[config.mk]
export PLATFORM = sky130hd
export DESIGN_NAME = keypad_key_controller
export DESIGN_NICKNAME = d
export VERILOG_FILES = /design/src/rtl/keypad_pkg.sv /design/src/rtl/keypad_key_decoder.sv /design/src/rtl/keypad_key_controller.sv
export SDC_FILE = /design/constraint.sdc
export NUM_CORES = 1
export LEC_CHECK = 0
export CELL_PAD_IN_SITES_DETAIL_PLACEMENT = 0
export CELL_PAD_IN_SITES_GLOBAL_PLACEMENT = 2
export CORE_ASPECT_RATIO = 1.25
export CORE_MARGIN = 2
export CORE_UTILIZATION = 39
export DETAILED_ROUTE_END_ITERATION = 7
export HOLD_SLACK_MARGIN = 0.15
export PLACE_DENSITY_LB_ADDON = 0.2
export SLEW_MARGIN = 20
export SYNTH_ARGS = -nofsm -noshare
export SYNTH_HDL_FRONTEND = slang
export SYNTH_HIERARCHICAL = 1
export SYNTH_SLANG_ARGS = --single-unit
[constraint.sdc]
create_clock -name clk -period 5.7 [get_ports clk]
set_input_delay 0.57 -clock clk [delete_from_list [all_inputs] [get_ports clk]]
set_output_delay 0.57 -clock clk [all_outputs]
set_load 0.005 [all_outputs]
[src/rtl/keypad_pkg.sv]
// Shared types, key code constants and the 4x4 keypad map.
package keypad_pkg;

   typedef enum logic [2:0] {IDLE, DEBOUNCE, COMMIT, HELD, RELEASE} ctrl_state_t;

   localparam logic [3:0] KEY_A = 4'hA;
   localparam logic [3:0] KEY_B = 4'hB;
   localparam logic [3:0] KEY_C = 4'hC;
   localparam logic [3:0] KEY_D = 4'hD;
   localparam logic [3:0] KEY_E = 4'hE;
   localparam logic [3:0] KEY_F = 4'hF;

   // Rows top to bottom: 1 2 3 A / 4 5 6 B / 7 8 9 C / E 0 F D
   function automatic logic [3:0] key_map(input logic [1:0] r, input logic [1:0] c);
      logic [3:0] k;
      case ({r, c})
         4'h0:    k = 4'h1;
         4'h1:    k = 4'h2;
         4'h2:    k = 4'h3;
         4'h3:    k = KEY_A;
         4'h4:    k = 4'h4;
         4'h5:    k = 4'h5;
         4'h6:    k = 4'h6;
         4'h7:    k = KEY_B;
         4'h8:    k = 4'h7;
         4'h9:    k = 4'h8;
         4'hA:    k = 4'h9;
         4'hB:    k = KEY_C;
         4'hC:    k = KEY_E;
         4'hD:    k = 4'h0;
         4'hE:    k = KEY_F;
         default: k = KEY_D;
      endcase
      return k;
   endfunction

endpackage

[src/rtl/keypad_key_decoder.sv]
// Combinational row/column to hex key code decoder; valid only when both are one-hot.
module keypad_key_decoder
   import keypad_pkg::*;
(
   input  logic [3:0] row,
   input  logic [3:0] col,
   output logic [3:0] code,
   output logic       one_hot_valid
);

   function automatic logic is_one_hot(input logic [3:0] v);
      return (v != 4'd0) && ((v & (v - 4'd1)) == 4'd0);
   endfunction

   function automatic logic [1:0] enc(input logic [3:0] v);
      logic [1:0] i;
      case (v)
         4'b0010: i = 2'd1;
         4'b0100: i = 2'd2;
         4'b1000: i = 2'd3;
         default: i = 2'd0;
      endcase
      return i;
   endfunction

   always_comb begin
      one_hot_valid = is_one_hot(row) && is_one_hot(col);
      code          = key_map(enc(row), enc(col));
   end

endmodule

[src/rtl/keypad_key_controller.sv]
// Debounces scanner hits into one-shot key events and keeps a two-digit history.
//   state    | meaning
//   IDLE     | waiting for a decoded hit
//   DEBOUNCE | counting stable cycles of the candidate key
//   COMMIT   | one cycle: key_valid pulse, history shifted
//   HELD     | key down, further presses ignored
//   RELEASE  | counting released cycles before re-arming
module keypad_key_controller
   import keypad_pkg::*;
#(
   parameter int DEBOUNCE_CYCLES = 240_000,
   parameter int RELEASE_CYCLES  = 240_000
) (
   input  logic       clk,
   input  logic       reset,
   input  logic [3:0] row,
   input  logic [3:0] col,
   input  logic       en,
   output logic [3:0] digit_new,
   output logic [3:0] digit_old,
   output logic       key_valid,
   output logic       key_held
);

   localparam int MAXC = (DEBOUNCE_CYCLES > RELEASE_CYCLES) ? DEBOUNCE_CYCLES : RELEASE_CYCLES;
   localparam int CW   = $clog2(MAXC) + 1;
   localparam logic [CW-1:0] DEB_TC = CW'(DEBOUNCE_CYCLES - 1);
   localparam logic [CW-1:0] REL_TC = CW'(RELEASE_CYCLES - 1);

   ctrl_state_t   state, state_nxt;
   logic [CW-1:0] cnt, cnt_nxt, cnt_inc;
   logic [3:0]    cand_key, cand_nxt, dnew_nxt, dold_nxt;
   logic [3:0]    code;
   logic          one_hot_valid, hit;

   keypad_key_decoder u_dec (
      .row           (row),
      .col           (col),
      .code          (code),
      .one_hot_valid (one_hot_valid)
   );

   assign hit     = en && one_hot_valid;
   assign cnt_inc = (cnt == {CW{1'b1}}) ? cnt : cnt + 1'b1;

   always_ff @(posedge clk or negedge reset) begin
      if (!reset) begin
         state     <= IDLE;
         cnt       <= '0;
         cand_key  <= 4'd0;
         digit_new <= 4'd0;
         digit_old <= 4'd0;
      end else begin
         state     <= state_nxt;
         cnt       <= cnt_nxt;
         cand_key  <= cand_nxt;
         digit_new <= dnew_nxt;
         digit_old <= dold_nxt;
      end
   end

   // History shifts on entry to COMMIT so digit_new changes with the key_valid pulse.
   always_comb begin
      state_nxt = state;
      cnt_nxt   = cnt;
      cand_nxt  = cand_key;
      dnew_nxt  = digit_new;
      dold_nxt  = digit_old;
      case (state)
         IDLE: begin
            if (hit) begin
               cand_nxt  = code;
               cnt_nxt   = '0;
               state_nxt = DEBOUNCE;
            end
         end
         DEBOUNCE: begin
            if (hit && (code == cand_key)) begin
               if (cnt == DEB_TC) begin
                  state_nxt = COMMIT;
                  dnew_nxt  = cand_key;
                  dold_nxt  = digit_new;
               end else begin
                  cnt_nxt = cnt_inc;
               end
            end else begin
               state_nxt = IDLE;
            end
         end
         COMMIT: state_nxt = HELD;
         HELD: begin
            if (!en) begin
               cnt_nxt   = '0;
               state_nxt = RELEASE;
            end
         end
         RELEASE: begin
            if (en)                  state_nxt = HELD;
            else if (cnt == REL_TC)  state_nxt = IDLE;
            else                     cnt_nxt   = cnt_inc;
         end
         default: state_nxt = IDLE;
      endcase
   end

   assign key_valid = (state == COMMIT);
   assign key_held  = (state == DEBOUNCE) || (state == COMMIT) ||
                      (state == HELD)     || (state == RELEASE);

endmodule

# Word-level counts from Yosys, hierarchy flattened
# Memories as Yosys holds them, arrays and structs flattened.
# Index checks and enable logic that the tools add are counted.
# op_classes
mux	16
reduce_logical	18
n_eq_ne	19
bitwise	2
add_sub_neg	3
# op_table
cell	n
two-way mux 19 bit	6
case mux 19 bit (4 select lines)	1
adder 19 x 1 -> 19 bit (second input constant)	1
equality test 19 x 18 -> 1 bit (second input constant)	1
equality test 19 bit (second input constant)	1
two-way mux 3 bit	6
case mux 3 bit (5 select lines)	1
case mux 2 bit (3 select lines)	2
nonzero test 4 bit	3
AND 4 bit	2
equality test 4 x 2 -> 1 bit (second input constant)	2
equality test 4 x 3 -> 1 bit (second input constant)	2
equality test 4 bit (second input constant)	2
zero test 4 bit	2
inequality test 2 bit (second input constant)	4
subtractor 4 x 1 -> 4 bit (second input constant)	2
equality test 3 x 2 -> 1 bit (second input constant)	2
inequality test 3 bit (second input constant)	2
logical AND 1 bit	5
AND reduction 5 bit	1
equality test 4 bit	1
AND reduction 4 bit	1
equality test 3 x 1 -> 1 bit (second input constant)	1
equality test 3 bit (second input constant)	1
4 further kinds	6
# totals
n_memories	1
romBits	64
out_inout_bits	10
elab_cells	64
reg_bits	34
# memory_table
memory	depth	width	rd	rd_clocked_by_memory_dff	write_ports	line_no	rtl
(name not given)	16	4	1	0	0	keypad_pkg.sv:16	case ({r, c})

# Longest topological paths before layout
# logic_depth
word_depth	9
depth_mapped	13

# Modules after synthesis
# Netlist, hierarchy kept.
# modules_own_cells
mod	seq_area_each_um2	instances	area_each_um2	cells_each
keypad_key_controller	850.8	1	1919.3	197
keypad_key_decoder	0.0	1	299.0	39

# Worst setup path after synthesis
# OpenSTA, ideal clock, no wires.
# synth_path
path_kind	input-to-reg
from	input port col[3]
to	register digit_new[0]
arrival_time_ps	3209
stages	12
setup_time_ps	125
path_buffers	1
path_slack_ps	2366
required_time_ps	5575
path_cell_list	xnor2_1 nor3_1 inv_1 ha_1 mux2_1 o21ai_1 xor2_1 nor3_1 nand2_1 or4_4 buf_6 mux2_4
# synth_rtl
item	line_no	rtl
start: declaration	keypad_key_controller.sv:17	input logic [3:0] col,
equality test 4 bit, or another cell as far along	keypad_key_decoder.sv:17	case (v)
case mux 2 bit (3 select lines) *	keypad_key_decoder.sv:17	
memory read (16 x 4 bit) *	n/a	
via code[3]	keypad_key_controller.sv:33	logic [3:0] code;
equality test 4 bit *	keypad_key_controller.sv:78	if (hit && (code == cand_key)) begin
logical AND 1 bit *	keypad_key_controller.sv:78	
AND reduction 3 bit (no line) *	n/a	
end signal: assignment	keypad_key_controller.sv:57	digit_new <= dnew_nxt;
end: declaration	keypad_key_controller.sv:19	output logic [3:0] digit_new,
# Mark *: on every way through the listed nets, which the timed path passes. The rest lies on a longest branch.
# A chain may end at the register's enable or synchronous reset.

# Worst setup path after layout
# layout_path
from	input port col[3]
to	register digit_new[2]
# Same word-level chain as after synthesis.

==> out/results.tsv <==
stage	metric	value	unit
synthesis	synth_xor_area_frac	0.0355	
synthesis	yosys_warnings	6	
cts	cts_tree	done	
cells_and_area	nNetsFinal	272	
cts	cts-root-buf	clkbuf_8	
synthesis	synth.most_common_cell	dfrtp_1	
cts	postCtsSetupBuffers	0	
cells_and_area	antenna-diode-count	0	
drt	top_layer	met4	
synthesis	syn_inst	236	
synthesis	synth_top_flop_cell	dfrtp_1	
synthesis	ys_types	54	
synthesis	synth_top_family_by_area	simple AND/OR/NAND/NOR gates	
drt	detail_route.iter0.violations	103	
drt	ant_nets	0	
power_and_ir_drop	power.share.clock	0.270	
cts	htreeDepth	2	
run	maxCapViolCount	0	
drt	met1Wirelength	2.12	mm
cts	cts_resized	0	
synthesis	muxShareOfSynthArea	0.110	
worst_setup_path	cp-start-kind	input pin	
synthesis	synth_common_cells	dfrtp_1 (34), nor2_1 (22), o21ai_0 (20)	
placed_design	placed_cell_area	2450	sq um
drt	wl_per_cell	15.4	um
timing	setup_ws	1.87	ns
worst_setup_path	cp_max_fo	8	
synthesis	synth-simple-area-share	0.231	
grt	grt_max_degree	35	
synthesis	yosys_register_bits	34	
timing	worst_pin_slew	0.838	ns
worst_setup_path	cp.required	5.87	ns
timing	setup_viol	0	
die	start_util	0.408	
cts	numCtsBuffers	5	
placed_design	dp_hpwl	3.60	mm
timing	timing.final.crit_share	0.671	
synthesis	synth_top_area_frac	0.384	
placed_design	io_buffers	20	
timing	setup_tns	0	ns
die	num_rows	30	
worst_setup_path	arrival	4.00	ns
cells_and_area	area_growth	14.6	%
die	die_area	6310	sq um
placed_design	pre_cts_slack	1.56	ns
cts	holdBufCountCts	0	
cts	cts.sinks	34	
power_and_ir_drop	combPwrFrac	0.314	
grt	first_global_vias	1775	
power_and_ir_drop	p_leak	1.12	nW
die	die_w	71.5	um
drt	wl_met2	2.63	mm
power_and_ir_drop	seq_power_share	0.416	
cells_and_area	drive_above_1_share	0.145	
synthesis	syn-cell-area	2220	sq um
power_and_ir_drop	internal_power	0.455	mW
synthesis	yosysTopAreaCell	dfrtp_1	
cts	clkSlewWorstSetupHoldPaths	0.07	ns
timing	fmax	261	MHz
die	ios	21	
drt	via_count	1794	
timing	rsz0062_at_grt	false	
drt	route.final.wire_length	4.93	mm
timing	drv_slew	0	
synthesis	synth-edff-count	0	
cts	clock_latency	0.29	ns
grt	antenna_found_initial	0	
die	die_h	88.3	um
synthesis	synth_fp_nets	253	
run_status	status	completed	
cells_and_area	postLayoutCellArea	2540	sq um
synthesis	synth_adder_area_share	0.0338	
worst_setup_path	end_kind	flop	
timing	slew_headroom	0.436	
drt	route.detailed.drc	0	
power_and_ir_drop	powerDensity	280	nW/um^2
min_path	hold_path.class	reg2reg	
cells_and_area	final_util	0.467	
grt	grt_usage	0.172	
power_and_ir_drop	ir_worst_vdd	147	uV
synthesis	yosysSeqAreaShare	0.384	
power_and_ir_drop	switching_share	0.360	
die	coreArea	5440	sq um
synthesis	ys_async_sr_fraction	1.00	
synthesis	synth_compound_area_frac	0.171	
placed_design	routabilityCongestion	0.746	
power_and_ir_drop	total_power	0.712	mW
timing	fin_skew	0.00825	ns
worst_setup_path	path_class	in2reg	
cells_and_area	fillCellCount	548	
worst_setup_path	regToRegSetupSlack	3.43	ns
timing	finalCriticalPeriod	3.83	ns
power_and_ir_drop	power.net_switching	0.256	mW
timing	finalHoldViolations	0	
synthesis	ys_top_cells_by_area	dfrtp_1 (38%), mux2_4 (6.1%), o21ai_0 (4.5%), nor2_1 (3.7%), ha_1 (3.4%)	
grt	grt_first_pass_wirelength	8.50	mm
cts	clk_path_buf_depth	2	
drt	firstDrtPassIters	4	
drt	viasPerCell	5.61	
synthesis	syn_avg_cell_area	9.40	sq um
drt	wl_met3	103	um
grt	overflow	0	
-- routing by layer --
layer | track usage | vias up
met4 | 0.0515 | 0
met1 | 0.195 | 860
li1 | - | 904
met5 | 0 | -
met3 | 0.0239 | 6
met2 | 0.331 | 24
-- through the flow --
stage | cells | hold WS [ns]
3_3_place_gp | 312 | 0.485
3_5_place_dp | 312 | 0.503
6_report | 320 | 0.522
2_1_floorplan | 236 | 0.274
4_1_cts | 320 | 0.522
5_1_grt | 320 | 0.540
-- layout by cell type (no fill, tap or decap), types with 8 or more instances in the layout --
master            n
a31oi_1           8
o21ai_0          20
nor2_1           22
a21oi_1          14
nand3_1           8
nor3_1            9
nand2_1          13
dfrtp_1          34
mux2_4            9
clkdlybuf4s50_1  20
-- critical path, cell delays in order --
cell,delay [ns]
clkdlybuf4s50_1,0.48
xnor2_1,0.15
nor3_1,0.47
inv_1,0.16
ha_1,0.23
mux2_1,0.29
o21ai_1,0.17
xor2_1,0.08
nor3_1,0.31
nand2_1,0.13
or4_4,0.61
mux2_4,0.33
-- worst paths after layout --
check / to / cells past startpoint / startpoint
setup / recovery: digit_new[2] / 12 / col[3]
hold / removal: digit_old[3] / 1 / digit_old[3]
setup reg to reg: cnt[3] / 6 / state[0]
hold reg to reg: digit_old[3] / 1 / digit_old[3]
max in group asynchronous: cand_key[3] / 2 / reset
min in group asynchronous: cnt[9] / 2 / reset
-- cell type report --
class	instances	area [sq um]	share of cell area
clock buffers	6	82.6	0.0325
clock inverters	2	12.5	0.00492
inverters	5	18.8	0.00739
multi-input cells	188	1290	0.507
flip-flops and latches	34	851	0.335
well taps	64	80.1	0.0315
repair buffers	21	208	0.0817
-- cells by family (layout without fill, tap and decap cells) --
kind of cell    Yosys count  after routing
compound gates           63             63
xor+xnor                  9              9
fa+ha+maj                 6              6
buf+inv                  14             34
flops                    34             34
mux                      19             19
simple gates             91             91
-- state kept, by name (all words and copies together), names as in the netlist --
name and flops:
state 3, cnt 19, digit_new 4, digit_old 4, cand_key 4
-- power groups by stage --
stage / clock network (mW) / logic [mW] / registers [mW]
after detailed placement: 0 / 0.227 / 0.301
after global placement: 0 / 0.226 / 0.301
after CTS: 0.196 / 0.228 / 0.296
final: 0.192 / 0.223 / 0.296
after global routing: 0.207 / 0.258 / 0.301
after floorplan: 0 / 0.176 / 0.283
Note: power is estimated with default switching activity, not from simulation.
